===== src/rtl/spi_pkg.sv =====
// Shared definitions for the SPI responder: mode bit positions, mode encodings,
// FSM states and a width helper.
package spi_pkg;

    localparam int unsigned CPOL_BIT = 1;
    localparam int unsigned CPHA_BIT = 0;

    localparam logic [1:0] MODE0 = 2'b00;
    localparam logic [1:0] MODE1 = 2'b01;
    localparam logic [1:0] MODE2 = 2'b10;
    localparam logic [1:0] MODE3 = 2'b11;

    typedef enum logic {
        IDLE   = 1'b0,
        ACTIVE = 1'b1
    } state_e;

    // Ceiling log2, minimum result 1 so counters always have at least one bit.
    function automatic int unsigned clog2(input int unsigned v);
        int unsigned r;
        r = 1;
        for (int unsigned i = 1; i < 32; i++) begin
            if ((32'd1 << i) < v) r = i + 1;
        end
        return r;
    endfunction

endpackage


===== src/rtl/spi_slave_if.sv =====
// SPI pin bundle between an SPI master and the responder.
interface spi_slave_if;
    logic sclk;
    logic cs_n;
    logic mosi;
    logic miso;
    logic miso_oe;

    modport slave  (input  sclk, input  cs_n, input  mosi, output miso, output miso_oe);
    modport master (output sclk, output cs_n, output mosi, input  miso, input  miso_oe);
endinterface


===== src/rtl/spi_sync_edge.sv =====
// Synchronizes an asynchronous input into clk and flags its rising/falling edges.
module spi_sync_edge #(
    parameter int unsigned SYNC_STAGES = 2
) (
    input  logic clk,
    input  logic rst,
    input  logic async_i,
    output logic level_o,
    output logic rise_c,
    output logic fall_c
);

    logic [SYNC_STAGES-1:0] sync_q, sync_d;
    logic                   prev_q, prev_d;

    always_comb begin
        sync_d = {sync_q[SYNC_STAGES-2:0], async_i};
        prev_d = sync_q[SYNC_STAGES-1];
    end

    always_ff @(posedge clk or posedge rst) begin
        if (rst) begin
            sync_q <= '0;
            prev_q <= 1'b0;
        end else begin
            sync_q <= sync_d;
            prev_q <= prev_d;
        end
    end

    assign level_o = sync_q[SYNC_STAGES-1];
    assign rise_c  = level_o & ~prev_q;
    assign fall_c  = ~level_o & prev_q;

endmodule


===== src/rtl/spi_slave.sv =====
// Byte-oriented SPI responder, all four CPOL/CPHA modes, pins oversampled in clk.
module spi_slave
    import spi_pkg::*;
#(
    parameter int unsigned DATA_W      = 8,
    parameter int unsigned SYNC_STAGES = 2
) (
    input  logic              clk,
    input  logic              rst,
    spi_slave_if.slave        spi,
    input  logic [1:0]        mode,
    input  logic [DATA_W-1:0] tx_data,
    output logic              tx_load,
    output logic [DATA_W-1:0] rx_data,
    output logic              rx_valid,
    output logic              frame_err,
    output logic              busy
);

    localparam int unsigned CNT_W = clog2(DATA_W);
    localparam logic [CNT_W-1:0] CNT_MAX = CNT_W'(DATA_W - 1);

    logic sclk_lvl, sclk_rise, sclk_fall;
    logic cs_lvl, cs_rise, cs_fall;
    logic sync_unused;

    spi_sync_edge #(.SYNC_STAGES(SYNC_STAGES)) u_sclk_sync (
        .clk(clk), .rst(rst), .async_i(spi.sclk),
        .level_o(sclk_lvl), .rise_c(sclk_rise), .fall_c(sclk_fall)
    );

    spi_sync_edge #(.SYNC_STAGES(SYNC_STAGES)) u_cs_sync (
        .clk(clk), .rst(rst), .async_i(spi.cs_n),
        .level_o(cs_lvl), .rise_c(cs_rise), .fall_c(cs_fall)
    );

    // cs_n level is not needed; only its edges drive the FSM.
    assign sync_unused = cs_lvl;

    logic [SYNC_STAGES-1:0] mosi_sync_q, mosi_sync_d;
    logic                   mosi_s;

    state_e            state_q, state_d;
    logic [1:0]        mode_q, mode_d;
    logic [CNT_W-1:0]  cnt_q, cnt_d;
    logic [DATA_W-1:0] rx_sr_q, rx_sr_d;
    logic [DATA_W-1:0] tx_sr_q, tx_sr_d;
    logic [DATA_W-1:0] rx_data_q, rx_data_d;
    logic              rx_valid_q, rx_valid_d;
    logic              tx_load_q, tx_load_d;
    logic              frame_err_q, frame_err_d;
    logic              busy_q, busy_d;
    logic              miso_q, miso_d;
    logic              miso_oe_q, miso_oe_d;

    logic              sclk_edge, lead_edge, trail_edge, sample_edge, shift_edge;
    logic [DATA_W-1:0] rx_next;

    assign mosi_sync_d = {mosi_sync_q[SYNC_STAGES-2:0], spi.mosi};
    assign mosi_s      = mosi_sync_q[SYNC_STAGES-1];

    // Leading edge leaves the idle (CPOL) level, trailing edge returns to it.
    always_comb begin
        sclk_edge   = sclk_rise | sclk_fall;
        lead_edge   = sclk_edge & (sclk_lvl != mode_q[CPOL_BIT]);
        trail_edge  = sclk_edge & (sclk_lvl == mode_q[CPOL_BIT]);
        sample_edge = mode_q[CPHA_BIT] ? trail_edge : lead_edge;
        shift_edge  = mode_q[CPHA_BIT] ? lead_edge  : trail_edge;
        rx_next     = {rx_sr_q[DATA_W-2:0], mosi_s};
    end

    always_comb begin
        state_d     = state_q;
        mode_d      = mode_q;
        cnt_d       = cnt_q;
        rx_sr_d     = rx_sr_q;
        tx_sr_d     = tx_sr_q;
        rx_data_d   = rx_data_q;
        rx_valid_d  = 1'b0;
        tx_load_d   = 1'b0;
        frame_err_d = 1'b0;

        case (state_q)
            IDLE: begin
                if (cs_fall) begin
                    state_d = ACTIVE;
                    mode_d  = mode;
                    cnt_d   = '0;
                    if (!mode[CPHA_BIT]) begin
                        tx_sr_d   = tx_data;
                        tx_load_d = 1'b1;
                    end else begin
                        tx_sr_d = '1;
                    end
                end
            end
            ACTIVE: begin
                // Deselect takes priority over any sclk edge in the same cycle.
                if (cs_rise) begin
                    state_d     = IDLE;
                    frame_err_d = (cnt_q != '0);
                    cnt_d       = '0;
                end else if (sample_edge) begin
                    rx_sr_d = rx_next;
                    if (cnt_q == CNT_MAX) begin
                        cnt_d      = '0;
                        rx_data_d  = rx_next;
                        rx_valid_d = 1'b1;
                    end else begin
                        cnt_d = cnt_q + CNT_W'(1);
                    end
                end else if (shift_edge) begin
                    if (cnt_q == '0) begin
                        tx_sr_d   = tx_data;
                        tx_load_d = 1'b1;
                    end else begin
                        tx_sr_d = tx_sr_q << 1;
                    end
                end
            end
            default: state_d = IDLE;
        endcase

        busy_d    = (state_d == ACTIVE);
        miso_oe_d = (state_d == ACTIVE);
        miso_d    = (state_d == ACTIVE) ? tx_sr_d[DATA_W-1] : 1'b1;
    end

    always_ff @(posedge clk or posedge rst) begin
        if (rst) begin
            mosi_sync_q <= '0;
            state_q     <= IDLE;
            mode_q      <= MODE0;
            cnt_q       <= '0;
            rx_sr_q     <= '0;
            tx_sr_q     <= '0;
            rx_data_q   <= '0;
            rx_valid_q  <= 1'b0;
            tx_load_q   <= 1'b0;
            frame_err_q <= 1'b0;
            busy_q      <= 1'b0;
            miso_q      <= 1'b1;
            miso_oe_q   <= 1'b0;
        end else begin
            mosi_sync_q <= mosi_sync_d;
            state_q     <= state_d;
            mode_q      <= mode_d;
            cnt_q       <= cnt_d;
            rx_sr_q     <= rx_sr_d;
            tx_sr_q     <= tx_sr_d;
            rx_data_q   <= rx_data_d;
            rx_valid_q  <= rx_valid_d;
            tx_load_q   <= tx_load_d;
            frame_err_q <= frame_err_d;
            busy_q      <= busy_d;
            miso_q      <= miso_d;
            miso_oe_q   <= miso_oe_d;
        end
    end

    assign tx_load     = tx_load_q;
    assign rx_data     = rx_data_q;
    assign rx_valid    = rx_valid_q;
    assign frame_err   = frame_err_q;
    assign busy        = busy_q;
    assign spi.miso    = miso_q;
    assign spi.miso_oe = miso_oe_q;

endmodule


===== src/flat_wrapper.sv =====
// flat-port wrapper written by rule: the top's interface ports become plain ports
module spi_slave_flat import spi_pkg::*;
#(
    parameter int unsigned DATA_W      = 8,
    parameter int unsigned SYNC_STAGES = 2
)
  (clk, rst, mode, tx_data, tx_load, rx_data, rx_valid, frame_err, busy, spi_sclk, spi_cs_n, spi_mosi, spi_miso, spi_miso_oe);
  spi_slave_if spi_i ();
  input  logic clk;
  input  logic rst;
  input  logic [1:0] mode;
  input  logic [DATA_W-1:0] tx_data;
  output logic tx_load;
  output logic [DATA_W-1:0] rx_data;
  output logic rx_valid;
  output logic frame_err;
  output logic busy;
  input wire logic [$bits(spi_i.sclk)-1:0] spi_sclk;
  input wire logic [$bits(spi_i.cs_n)-1:0] spi_cs_n;
  input wire logic [$bits(spi_i.mosi)-1:0] spi_mosi;
  output wire logic [$bits(spi_i.miso)-1:0] spi_miso;
  output wire logic [$bits(spi_i.miso_oe)-1:0] spi_miso_oe;
  assign spi_i.sclk = spi_sclk;
  assign spi_i.cs_n = spi_cs_n;
  assign spi_i.mosi = spi_mosi;
  assign spi_miso = spi_i.miso;
  assign spi_miso_oe = spi_i.miso_oe;
  spi_slave #(.DATA_W(DATA_W), .SYNC_STAGES(SYNC_STAGES)) u_core (.clk(clk), .rst(rst), .spi(spi_i), .mode(mode), .tx_data(tx_data), .tx_load(tx_load), .rx_data(rx_data), .rx_valid(rx_valid), .frame_err(frame_err), .busy(busy));
endmodule

===== config.mk =====
export PLATFORM = sky130hd
export DESIGN_NAME = spi_slave_flat
export DESIGN_NICKNAME = d
export VERILOG_FILES = /design/src/rtl/spi_pkg.sv /design/src/rtl/spi_slave_if.sv /design/src/rtl/spi_sync_edge.sv /design/src/rtl/spi_slave.sv /design/src/flat_wrapper.sv
export SDC_FILE = /design/constraint.sdc
export NUM_CORES = 1
export LEC_CHECK = 0
export BUFFER_PORTS_ARGS = -buffer_cell sky130_fd_sc_hd__buf_2
export CAP_MARGIN = 10
export CELL_PAD_IN_SITES_DETAIL_PLACEMENT = 1
export CELL_PAD_IN_SITES_GLOBAL_PLACEMENT = 2
export CORE_MARGIN = 1
export CORE_UTILIZATION = 38
export CTS_BUF_LIST = sky130_fd_sc_hd__clkbuf_8
export CTS_CLUSTER_DIAMETER = 150
export DETAILED_ROUTE_END_ITERATION = 6
export PLACE_DENSITY = 0.82
export REMOVE_ABC_BUFFERS = 1
export SYNTH_ARGS = -nofsm -noshare
export SYNTH_HDL_FRONTEND = slang
export SYNTH_SLANG_ARGS = --single-unit
export TNS_END_PERCENT = 100

===== constraint.sdc =====
create_clock -name clk -period 2.1 [get_ports clk]
set_clock_uncertainty 0.1 [all_clocks]
set_input_delay 0.105 -clock clk [delete_from_list [all_inputs] [get_ports clk]]
set_output_delay 0.105 -clock clk [all_outputs]
set_load 0.01 [all_outputs]

==> results_dict.tcl <==
set metrics [dict create \
    rows 24 \
    worst_pin_slew_ps 516 \
    cellLeakagePower_nw 1.12 \
    first_pass_iters 6 \
    fmaxAchievable_mhz 529 \
    syn2layout_area_growth_pct 23.6 \
    startpoint_type "flip-flop" \
    cts_made_buffers 5 \
    final_cell_mix "dfrtp_1, buf_2, nand2_1" \
    ys_async_sr_fraction 1.00 \
    synth-edff-count 0 \
    setup_viol 0 \
    grt.total_usage 0.171 \
    required_ps 2190 \
    grt_max_degree 42 \
    antenna_left 0 \
    routedWlPerCell_um 15.2 \
    layout_commonest_cell "dfrtp_1" \
    die_height_um 71.1 \
    outcome "completed" \
    die_x_um 71.1 \
    antenna_found_initial 0 \
    cts_resized 0 \
    final_hold_viol_count 0 \
    p_per_area_mw_per_mm2 998 \
    nNetsFinal 219 \
    ys_dominant_reg_cell "dfrtp_1" \
    maxCapViolations 0 \
    io_buffers 28 \
    ctsLongestPathBuffers 2 \
    htreeDepth 2 \
    clk_latency_ps 290 \
    place_area_mm2 0.00203 \
    r2r_slack_ps 210 \
    gp_congestion 0.780 \
    r2r_start "u_core.mode_q[1]" \
    finalSetupTns_ps 0 \
    ys_warn_count 0 \
    drive_gt1_frac 0.317 \
    core_mm2 0.00447 \
    finalCritPeriodShare 0.899 \
    synth_cells 155 \
    yosys_register_bits 41 \
    place_hpwl_mm 2.79 \
    final_area_mm2 0.00224 \
    ctsHoldBuffers 11 \
    grt_setup_unrepaired "no" \
    critPathKind "reg2reg" \
    avgSynthCellArea_um2 11.7 \
    diodes 0 \
    vias 1297 \
    post_cts_buffers 0 \
    cts_tree "built" \
    fill_cells 484 \
    hold_path_startpoint "tx_data[0]" \
    ys_seq_area_frac 0.565 \
    period_needed_ps 1890 \
    r2r_end "u_core.tx_sr_q[0]" \
    ios 29 \
    syn_area_mm2 0.00182 \
    hold_end "u_core.tx_sr_q[0]" \
    grt_pass1_wl_mm 6.64 \
    drtIter0Drc 72 \
    totalWireLength_mm 3.85 \
    root_buffer "clkbuf_8" \
    crit_path_max_fanout 8 \
    grt.overflow.total 0 \
    cts_sinks 41 \
    initial_core_util 0.406 \
    p_total_mw 2.24 \
    viasPerCell 5.11 \
    dieArea_mm2 0.00506 \
    remaining_drc_errors 0 \
    clk_pin_slew_ps 80 \
    slew_headroom 0.656 \
    ir_drop_uv 400 \
    slew_violations 0 \
    holdPathStages 3 \
    cp-end-kind "flip-flop" \
    yosysUniqueCellTypes 30 \
    crit_arrival_ps 1980 \
    hold_path.class "in2reg" \
    r2r_cells 5 \
    grt_pass1_vias 1394 \
]
-- synth_stat cells, types with 2 or more instances --
cell | number | area share
o22ai_1 | 2 | 0.0069
nor2_1 | 10 | 0.021
dfrtp_1 | 40 | 0.55
clkbuf_1 | 4 | 0.0083
mux2_2 | 9 | 0.056
inv_1 | 13 | 0.027
and3b_1 | 2 | 0.0096
mux2_4 | 9 | 0.074
nand2_1 | 15 | 0.031
o21ai_0 | 7 | 0.019
nand3_1 | 3 | 0.0083
mux2i_1 | 3 | 0.017
nor2b_1 | 2 | 0.0069
ha_1 | 3 | 0.021
o221ai_1 | 7 | 0.034
a21oi_1 | 9 | 0.025
nand2b_1 | 4 | 0.014
-- per-stage QoR --
step / worst slack (ps) / std cells / hold WS (ps) / util
floorplan: 141 / 149 / 36.4 / -
global placement: 338 / 235 / 113 / 0.454
detailed placement: 221 / 235 / 115 / 0.454
CTS: 209 / 254 / 8.55 / 0.502
global route: 8.78 / 254 / 35.1 / 0.502
finish: 211 / 254 / 13.1 / 0.502
-- metal layers --
layer / vias up / part of all wire / GRT usage
met3: 4 / 0.026 / 0.0385
li1: 620 / - / -
met1: 654 / 0.46 / 0.219
met2: 19 / 0.51 / 0.293
met5: - / 0 / 0
met4: 0 / 0.010 / 0.0467
-- sequential cells by signal, indices dropped and copies added, names as in the netlist, 2 cells and up --
| signal | flops |
|---|---|
| u_core.cnt_q | 3 |
| u_core.u_sclk_sync.sync_q | 2 |
| u_core.tx_sr_q | 8 |
| u_core.rx_data | 8 |
| u_core.rx_sr_q | 7 |
| u_core.mosi_sync_q | 2 |
| u_core.mode_q | 2 |
| u_core.u_cs_sync.sync_q | 2 |
-- where the power goes --
group	switching [mW]	internal [mW]
registers	0.102	0.960
logic	0.318	0.296
clock network	0.267	0.297
total	0.687	1.55
-- cell families (layout without fill, tap and decap cells) --
family          Yosys count  count (layout)  share of synthesized area
fa+ha+maj                 3               3                     0.0207
mux                      21              21                      0.147
flops                    41              41                      0.565
xor+xnor                  1               1                    0.00896
compound gates           28              28                     0.0971
buf+inv                  19              66                     0.0455
simple gates             42              42                      0.116
-- worst max-delay path by stage --
stage,from,endpoint,cells past startpoint
floorplan,u_core.cnt_q[0],u_core.tx_sr_q[7],6
global placement,u_core.mode_q[1],u_core.rx_sr_q[0],4
detailed placement,u_core.mode_q[1],u_core.tx_sr_q[0],5
CTS,u_core.mode_q[1],u_core.tx_sr_q[0],5
global route,u_core.mode_q[1],u_core.tx_sr_q[0],5
finish,u_core.mode_q[1],u_core.tx_sr_q[0],5
-- area by class of cell --
class | count | area [um^2] | share of cell area
sequential | 41 | 1030 | 0.458
multi-input combinational | 95 | 707 | 0.315
timing repair buffer | 45 | 295 | 0.132
clock buffer | 7 | 96.3 | 0.0429
tap | 52 | 65.1 | 0.0290
inverter | 13 | 48.8 | 0.0217
clock inverter | 1 | 5.00 | 0.00223
-- critical path, stage by stage (launching register included) --
cell      delay [ps]
dfrtp_1          420
xnor2_2          250
buf_4            180
mux2i_1          220
nand3_1          320
o221ai_1         300
No activity file was read; power rests on OpenSTA's default activity.
